<file path="config.mk">
export PLATFORM = sky130hd
export DESIGN_NAME = tlul_host_adapter_flat
export DESIGN_NICKNAME = d
export VERILOG_FILES = /design/src/rtl/tlul_host_adapter_if.sv /design/src/rtl/tlul_host_adapter.sv /design/src/flat_wrapper.sv
export SDC_FILE = /design/constraint.sdc
export NUM_CORES = 1
export LEC_CHECK = 0
export CAP_MARGIN = 5
export CORE_AREA = 2 2 161 163
export CTS_CLUSTER_DIAMETER = 50
export DETAILED_ROUTE_END_ITERATION = 8
export DIE_AREA = 0 0 163 165
export MAX_ROUTING_LAYER = met4
export PLACE_DENSITY = 0.51
export SYNTH_ARGS = -nofsm -noshare
export SYNTH_HDL_FRONTEND = slang
export SYNTH_SLANG_ARGS = --single-unit
</file>
<file path="constraint.sdc">
create_clock -name clk_i -period 2 [get_ports clk_i]
set_input_delay 0.3 -clock clk_i [delete_from_list [all_inputs] [get_ports clk_i]]
set_output_delay 0.3 -clock clk_i [all_outputs]
set_load 0.05 [all_outputs]
</file>
<file path="src/rtl/tlul_host_adapter_if.sv">
// TL-UL type package and the host/bus interface bundle for tlul_host_adapter.
// master = local host plus TL-UL device side, slave = the adapter itself.
package top_pkg;
  localparam int TL_AW  = 32;
  localparam int TL_DW  = 64;
  localparam int TL_AIW = 8;
  localparam int TL_DIW = 1;
  localparam int TL_SZW = 2;
  localparam int TL_DBW = 8;
  localparam int TL_AUW = 16;
  localparam int TL_DUW = 16;

  typedef enum logic [2:0] {
    PutFullData    = 3'h0,
    PutPartialData = 3'h1,
    Get            = 3'h4
  } tl_a_op_e;

  typedef enum logic [2:0] {
    AccessAck     = 3'h0,
    AccessAckData = 3'h1
  } tl_d_op_e;

  localparam logic [TL_AUW-1:0] TL_A_USER_DEFAULT = '0;

  typedef struct packed {
    logic              a_valid;
    tl_a_op_e          a_opcode;
    logic [2:0]        a_param;
    logic [TL_SZW-1:0] a_size;
    logic [TL_AIW-1:0] a_source;
    logic [TL_AW-1:0]  a_address;
    logic [TL_DBW-1:0] a_mask;
    logic [TL_DW-1:0]  a_data;
    logic [TL_AUW-1:0] a_user;
    logic              d_ready;
  } tl_h2d_t;

  typedef struct packed {
    logic              d_valid;
    tl_d_op_e          d_opcode;
    logic [2:0]        d_param;
    logic [TL_SZW-1:0] d_size;
    logic [TL_AIW-1:0] d_source;
    logic [TL_DIW-1:0] d_sink;
    logic [TL_DW-1:0]  d_data;
    logic [TL_DUW-1:0] d_user;
    logic              d_error;
    logic              a_ready;
  } tl_d2h_t;
endpackage

interface tlul_host_adapter_if;
  import top_pkg::*;

  logic             req_i;
  logic             gnt_o;
  logic [TL_AW-1:0] addr_i;
  logic             we_i;
  logic [63:0]      wdata_i;
  logic [7:0]       be_i;
  logic             valid_o;
  logic [63:0]      rdata_o;
  logic             err_o;
  tl_h2d_t          tl_o;
  tl_d2h_t          tl_i;

  modport master (
    output req_i, addr_i, we_i, wdata_i, be_i, tl_i,
    input  gnt_o, valid_o, rdata_o, err_o, tl_o
  );

  modport slave (
    input  req_i, addr_i, we_i, wdata_i, be_i, tl_i,
    output gnt_o, valid_o, rdata_o, err_o, tl_o
  );
endinterface

</file>
<file path="src/rtl/tlul_host_adapter.sv">
// req/gnt host port to TL-UL A/D adapter with bounded in-order outstanding tracking.
// Optional: define CEP_TLUL_HOST_ZERO_BE_CHK_EN to complete be_i==0 requests locally with error.
module tlul_host_adapter
  import top_pkg::*;
#(
  parameter int unsigned MAX_REQS = 2
) (
  input logic               clk_i,
  input logic               rst_ni,
  tlul_host_adapter_if.slave bus
);

  localparam int unsigned CW = $clog2(MAX_REQS + 1);
  localparam int unsigned SW = (MAX_REQS > 1) ? $clog2(MAX_REQS) : 1;
  localparam logic [CW-1:0] MAX_CNT = CW'(MAX_REQS);
  localparam logic [SW-1:0] LAST_ID = SW'(MAX_REQS - 1);

  logic [CW-1:0] out_cnt_reg, out_cnt_next;
  logic [SW-1:0] src_reg, src_next;
  logic [SW-1:0] exp_reg, exp_next;

  logic       grp_aligned;
  logic [1:0] grp_size;
  logic [2:0] grp_mask;
  logic [2:0] lane_lo;

  logic space, zero_be, a_valid, a_hs, d_hs;
  logic underflow, cnt_inc, cnt_dec, src_mismatch, d_err;

  always_comb begin
    lane_lo = 3'd0;
    for (int i = 7; i >= 0; i--) begin
      if (bus.be_i[i]) lane_lo = 3'(i);
    end
  end

  // Non-aligned masks fall through to a full-beat size with lane offset zero.
  always_comb begin
    grp_aligned = 1'b1;
    grp_size    = 2'd3;
    grp_mask    = 3'b000;
    case (bus.be_i)
      8'h01, 8'h02, 8'h04, 8'h08, 8'h10, 8'h20, 8'h40, 8'h80: begin
        grp_size = 2'd0;
        grp_mask = 3'b111;
      end
      8'h03, 8'h0C, 8'h30, 8'hC0: begin
        grp_size = 2'd1;
        grp_mask = 3'b110;
      end
      8'h0F, 8'hF0: begin
        grp_size = 2'd2;
        grp_mask = 3'b100;
      end
      8'hFF: begin
        grp_size = 2'd3;
        grp_mask = 3'b000;
      end
      default: grp_aligned = 1'b0;
    endcase
  end

  assign space     = (out_cnt_reg < MAX_CNT);
  assign a_valid   = bus.req_i & space & ~zero_be;
  assign a_hs      = a_valid & bus.tl_i.a_ready;
  assign d_hs      = bus.tl_i.d_valid;
  assign underflow = (out_cnt_reg == '0);
  assign cnt_inc   = a_hs;
  assign cnt_dec   = d_hs & ~underflow;

  assign src_mismatch = (bus.tl_i.d_source != TL_AIW'(exp_reg));
  assign d_err        = bus.tl_i.d_error | src_mismatch | underflow;

  always_comb begin
    out_cnt_next = out_cnt_reg;
    src_next     = src_reg;
    exp_next     = exp_reg;
    case ({cnt_inc, cnt_dec})
      2'b10:   out_cnt_next = out_cnt_reg + 1'b1;
      2'b01:   out_cnt_next = out_cnt_reg - 1'b1;
      default: out_cnt_next = out_cnt_reg;
    endcase
    if (a_hs) src_next = (src_reg == LAST_ID) ? '0 : src_reg + 1'b1;
    if (cnt_dec) exp_next = (exp_reg == LAST_ID) ? '0 : exp_reg + 1'b1;
  end

  always_ff @(posedge clk_i or negedge rst_ni) begin
    if (!rst_ni) begin
      out_cnt_reg <= '0;
      src_reg     <= '0;
      exp_reg     <= '0;
    end else begin
      out_cnt_reg <= out_cnt_next;
      src_reg     <= src_next;
      exp_reg     <= exp_next;
    end
  end

  always_comb begin
    bus.tl_o           = '0;
    bus.tl_o.a_valid   = a_valid;
    bus.tl_o.a_opcode  = !bus.we_i ? Get : (grp_aligned ? PutFullData : PutPartialData);
    bus.tl_o.a_param   = 3'd0;
    bus.tl_o.a_size    = grp_size;
    bus.tl_o.a_source  = TL_AIW'(src_reg);
    bus.tl_o.a_address = {bus.addr_i[TL_AW-1:3], lane_lo & grp_mask};
    bus.tl_o.a_mask    = bus.be_i;
    bus.tl_o.a_data    = bus.we_i ? bus.wdata_i : '0;
    bus.tl_o.a_user    = TL_A_USER_DEFAULT;
    bus.tl_o.d_ready   = 1'b1;
  end

`ifdef CEP_TLUL_HOST_ZERO_BE_CHK_EN
  logic lc_reg, lc_next, local_gnt;

  // A pending local completion yields to a same-cycle D beat and retries next cycle.
  assign zero_be   = (bus.be_i == 8'h00);
  assign local_gnt = bus.req_i & zero_be & ~lc_reg;
  assign lc_next   = local_gnt | (lc_reg & d_hs);

  always_ff @(posedge clk_i or negedge rst_ni) begin
    if (!rst_ni) lc_reg <= 1'b0;
    else         lc_reg <= lc_next;
  end

  assign bus.gnt_o   = a_hs | local_gnt;
  assign bus.valid_o = d_hs | lc_reg;
  assign bus.err_o   = d_hs ? d_err : lc_reg;
  assign bus.rdata_o = d_hs ? bus.tl_i.d_data : '0;
`else
  assign zero_be     = 1'b0;
  assign bus.gnt_o   = a_hs;
  assign bus.valid_o = d_hs;
  assign bus.err_o   = d_hs & d_err;
  assign bus.rdata_o = bus.tl_i.d_data;
`endif

  logic unused_in;
  assign unused_in = ^{bus.addr_i[2:0], bus.tl_i.d_opcode, bus.tl_i.d_param,
                       bus.tl_i.d_size, bus.tl_i.d_sink, bus.tl_i.d_user};

endmodule

</file>
<file path="src/flat_wrapper.sv">
// flat-port wrapper written by rule: the top's interface ports become plain ports
module tlul_host_adapter_flat import top_pkg::*;
#(
  parameter int unsigned MAX_REQS = 2
)
  (clk_i, rst_ni, bus_req_i, bus_addr_i, bus_we_i, bus_wdata_i, bus_be_i, bus_tl_i, bus_gnt_o, bus_valid_o, bus_rdata_o, bus_err_o, bus_tl_o);
  tlul_host_adapter_if bus_i ();
  input logic clk_i;
  input logic rst_ni;
  input wire logic [$bits(bus_i.req_i)-1:0] bus_req_i;
  input wire logic [$bits(bus_i.addr_i)-1:0] bus_addr_i;
  input wire logic [$bits(bus_i.we_i)-1:0] bus_we_i;
  input wire logic [$bits(bus_i.wdata_i)-1:0] bus_wdata_i;
  input wire logic [$bits(bus_i.be_i)-1:0] bus_be_i;
  input wire logic [$bits(bus_i.tl_i)-1:0] bus_tl_i;
  output wire logic [$bits(bus_i.gnt_o)-1:0] bus_gnt_o;
  output wire logic [$bits(bus_i.valid_o)-1:0] bus_valid_o;
  output wire logic [$bits(bus_i.rdata_o)-1:0] bus_rdata_o;
  output wire logic [$bits(bus_i.err_o)-1:0] bus_err_o;
  output wire logic [$bits(bus_i.tl_o)-1:0] bus_tl_o;
  assign bus_i.req_i = bus_req_i;
  assign bus_i.addr_i = bus_addr_i;
  assign bus_i.we_i = bus_we_i;
  assign bus_i.wdata_i = bus_wdata_i;
  assign bus_i.be_i = bus_be_i;
  assign bus_i.tl_i = bus_tl_i;
  assign bus_gnt_o = bus_i.gnt_o;
  assign bus_valid_o = bus_i.valid_o;
  assign bus_rdata_o = bus_i.rdata_o;
  assign bus_err_o = bus_i.err_o;
  assign bus_tl_o = bus_i.tl_o;
  tlul_host_adapter #(.MAX_REQS(MAX_REQS)) u_core (.clk_i(clk_i), .rst_ni(rst_ni), .bus(bus_i));
endmodule
</file>
==> results of run 1 <==
[worst paths after layout]
| kind | endpoint | depth (start not counted) |
|---|---|---|
| worst max-delay path | bus_tl_o[90] | 6 |
| worst min-delay path | u_core.exp_reg | 1 |
| worst max register to register | u_core.out_cnt_reg[1] | 5 |
| worst min register to register | u_core.src_reg | 1 |
| max in group asynchronous | u_core.src_reg | 1 |
| min in group clk_i | u_core.src_reg | 1 |
[timing repair]
item,4_1_cts,5_1_grt
setup endpoints to repair,7,6
pin swaps,9,8
gates resized for setup,51,21
buffers inserted,2,1
[metrics by stage]
| step | cells | util [%] |
|---|---|---|
| CTS | 691 | 17.33 |
| finish | 694 | 17.51 |
| detailed placement | 686 | 16.68 |
| floorplan | 299 | - |
| global placement | 686 | 16.68 |
| global route | 693 | 17.50 |
[layout by cell type (no fill, tap or decap), types with 4 or more instances in the layout]
master,count
clkbuf_16,4
buf_2,6
nor2_1,4
buf_6,6
buf_12,79
conb_1,28
buf_4,28
dfrtp_1,4
xor2_1,4
clkdlybuf4s50_1,75
and2_1,65
[cells by family (layout without fill, tap and decap cells)]
| logic type | Yosys count | after routing | synth area share (%) |
|---|---|---|---|
| compound gates | 18 | 18 | 6.137 |
| buf+inv | 146 | 209 | 53.88 |
| flops | 4 | 4 | 5.168 |
| fa+ha+maj | 1 | 1 | 0.6459 |
| other cells | 2 | 30 | 0.3877 |
| xor+xnor | 7 | 7 | 3.165 |
| simple gates | 95 | 95 | 30.62 |
[report_power, final]
| group | internal (mW) | total, mW | switching [mW] |
|---|---|---|---|
| sequential | 0.127 | 0.176 | 0.0495 |
| combinational | 0.655 | 1.40 | 0.741 |
| clock | 0.255 | 0.306 | 0.0515 |
| total | 1.04 | 1.88 | 0.842 |
[final cells by class]
cell class / instances / area (um^2)
Timing Repair Buffer: 202 / 2753
Clock buffer: 3 / 75.07
Antenna cell: 2 / 5.005
Fill cell: 2756 / 20650
Tap cell: 330 / 412.9
Multi-Input combinational cell: 149 / 1020
Sequential cell: 4 / 100.1
Inverter: 4 / 17.52
[routing by layer]
layer	vias to the layer above	GRT usage, %	part of all wire (%)
li1	883	-	-
met1	842	5.715	33
met2	166	9.322	47
met3	68	2.486	14
met4	0	3.379	5.7
met5	-	-	0
==> impl_metrics.toml, run 1 <==
[status]
status = "completed"

[critical_path]
path_buf_inv = 2
cp_max_fo = 5
cp_cell_sequence = "buf_2 > or4_4 > a21oi_4 > nor3_4 > a2111oi_4 > clkbuf_16"
rrSetupSlack_ps = 570
start_kind = "primary input"
critPathMaxStageDelay_ps = 530
critPathSlowestCell = "or4_4"
setup.worst_path.end_class = "output pin"
arrival_ps = 1680
crit_path_start = "bus_be_i[3]"
crit_family = "simple AND/OR/NAND/NOR gates"
critPathKind = "primary input to output pin"
worstPathRequired_ps = 1700
rr_startpoint = "u_core.out_cnt_reg[1]"

[synth]
synthCells = 273
yosysTopAreaCell = "buf_4"
ys_seq_area_share_pct = 5.168
yosys.cell_count.top_type = "buf_4"
netlist_top_cells_count = "132 x buf_4, 65 x and2_1, 10 x clkbuf_1, 8 x nor2_1, 6 x o21ai_0"
avgSynthCellArea_um2 = 7.095
netlist.area_leader.share_pct = 51.16
ys_warn_count = 0
ys_ff_latch = 4
synth.area.top_cells = "buf_4 51%, and2_1 21%, dfrtp_1 5.2%, clkbuf_1 1.9%, xor2_1 1.8%"
synth_edf_count = 0
synth_cell_types = 33
syn-cell-area_mm2 = 0.001937
async_flop_share_pct = 100.0
ys.flop_type = "dfrtp_1"

[global_routing]
track_usage_pct = 5.718
grt-ovfl-total = 0
grt_pass1_wl_um = 11360
grt_antenna_before_repair = 2
grt_max_degree = 29
grt_pass1_vias = 1954

[timing]
setup_ws_ps = 15.14
clock.fmax_mhz = 503.8
rsz0062_at_grt = "yes"
holdWs_ps = 292.2
finalCriticalPeriod_ps = 1985
min_period_over_period_pct = 99.24
clock_skew_ps = 1.958
finalSetupViolCount = 0
maxSlewHeadroom_pct = 65.86
fin_tns_setup_ps = 0
hold_viol_final = 0
drv_slew = 0
max_slew.worst_pin.slew_ps = 510.5

[power]
power_mw = 1.879
power_leakage_nw = 1.773
irDropWorstVdd_mv = 0.4250
power_density_mw_per_mm2 = 428.7

[routing]
viasPerCell = 2.823
drtIter0Drc = 18
routed_wl_um = 8513
ant_nets = 0
drc = 0
post_drt_wl_per_cell_um = 12.27
dr_total_vias = 1959
dr.pass1.iters = 3

[final_layout]
drive_above_1_share_pct = 40.61
area_delta_synth_final_pct = 126.3
largest_register_ffs = 2
final_cell_area_mm2 = 0.004383
final_nets = 573

[clock_network]
cts_tree = "built"
hold_buffers = 0
clock-sinks = 4
clockRootBuffer = "clkbuf_16"
cts.htree.levels = 1
numCtsBuffers = 3
clock_path_buffers = 2
clk_pin_slew_ps = 30
clock_latency_ps = 220

[place]
place_area_mm2 = 0.004175
hpwl_um = 7429
dpl_worst_slack_ps = -571.2
gp_congestion = 0.6560
portBuffers = 170

[floorplan]
core-area_mm2 = 0.02504
row_count = 58
die_h_um = 165
die_area_mm2 = 0.02690
num_io_pins = 413
start_util_pct = 7.736
die-width_um = 163

[run]
maxCapViolCount = 0

[worst_hold_path]
hold_path.class = "primary input to asynchronous set/reset pin"
Power figures use the tool's default switching activity.
==> run 2, diff against run 1 <==
--- a/config.mk
+++ b/config.mk
@@ -5,7 +5,7 @@
 export SDC_FILE = /design/constraint.sdc
 export NUM_CORES = 1
 export LEC_CHECK = 0
-export CAP_MARGIN = 5
+export CAP_MARGIN = 30
 export CORE_AREA = 2 2 161 163
 export CTS_CLUSTER_DIAMETER = 50
 export DETAILED_ROUTE_END_ITERATION = 8
==> results of run 2 <==
The final DEF is identical to that of run 1; final timing and power are the same.
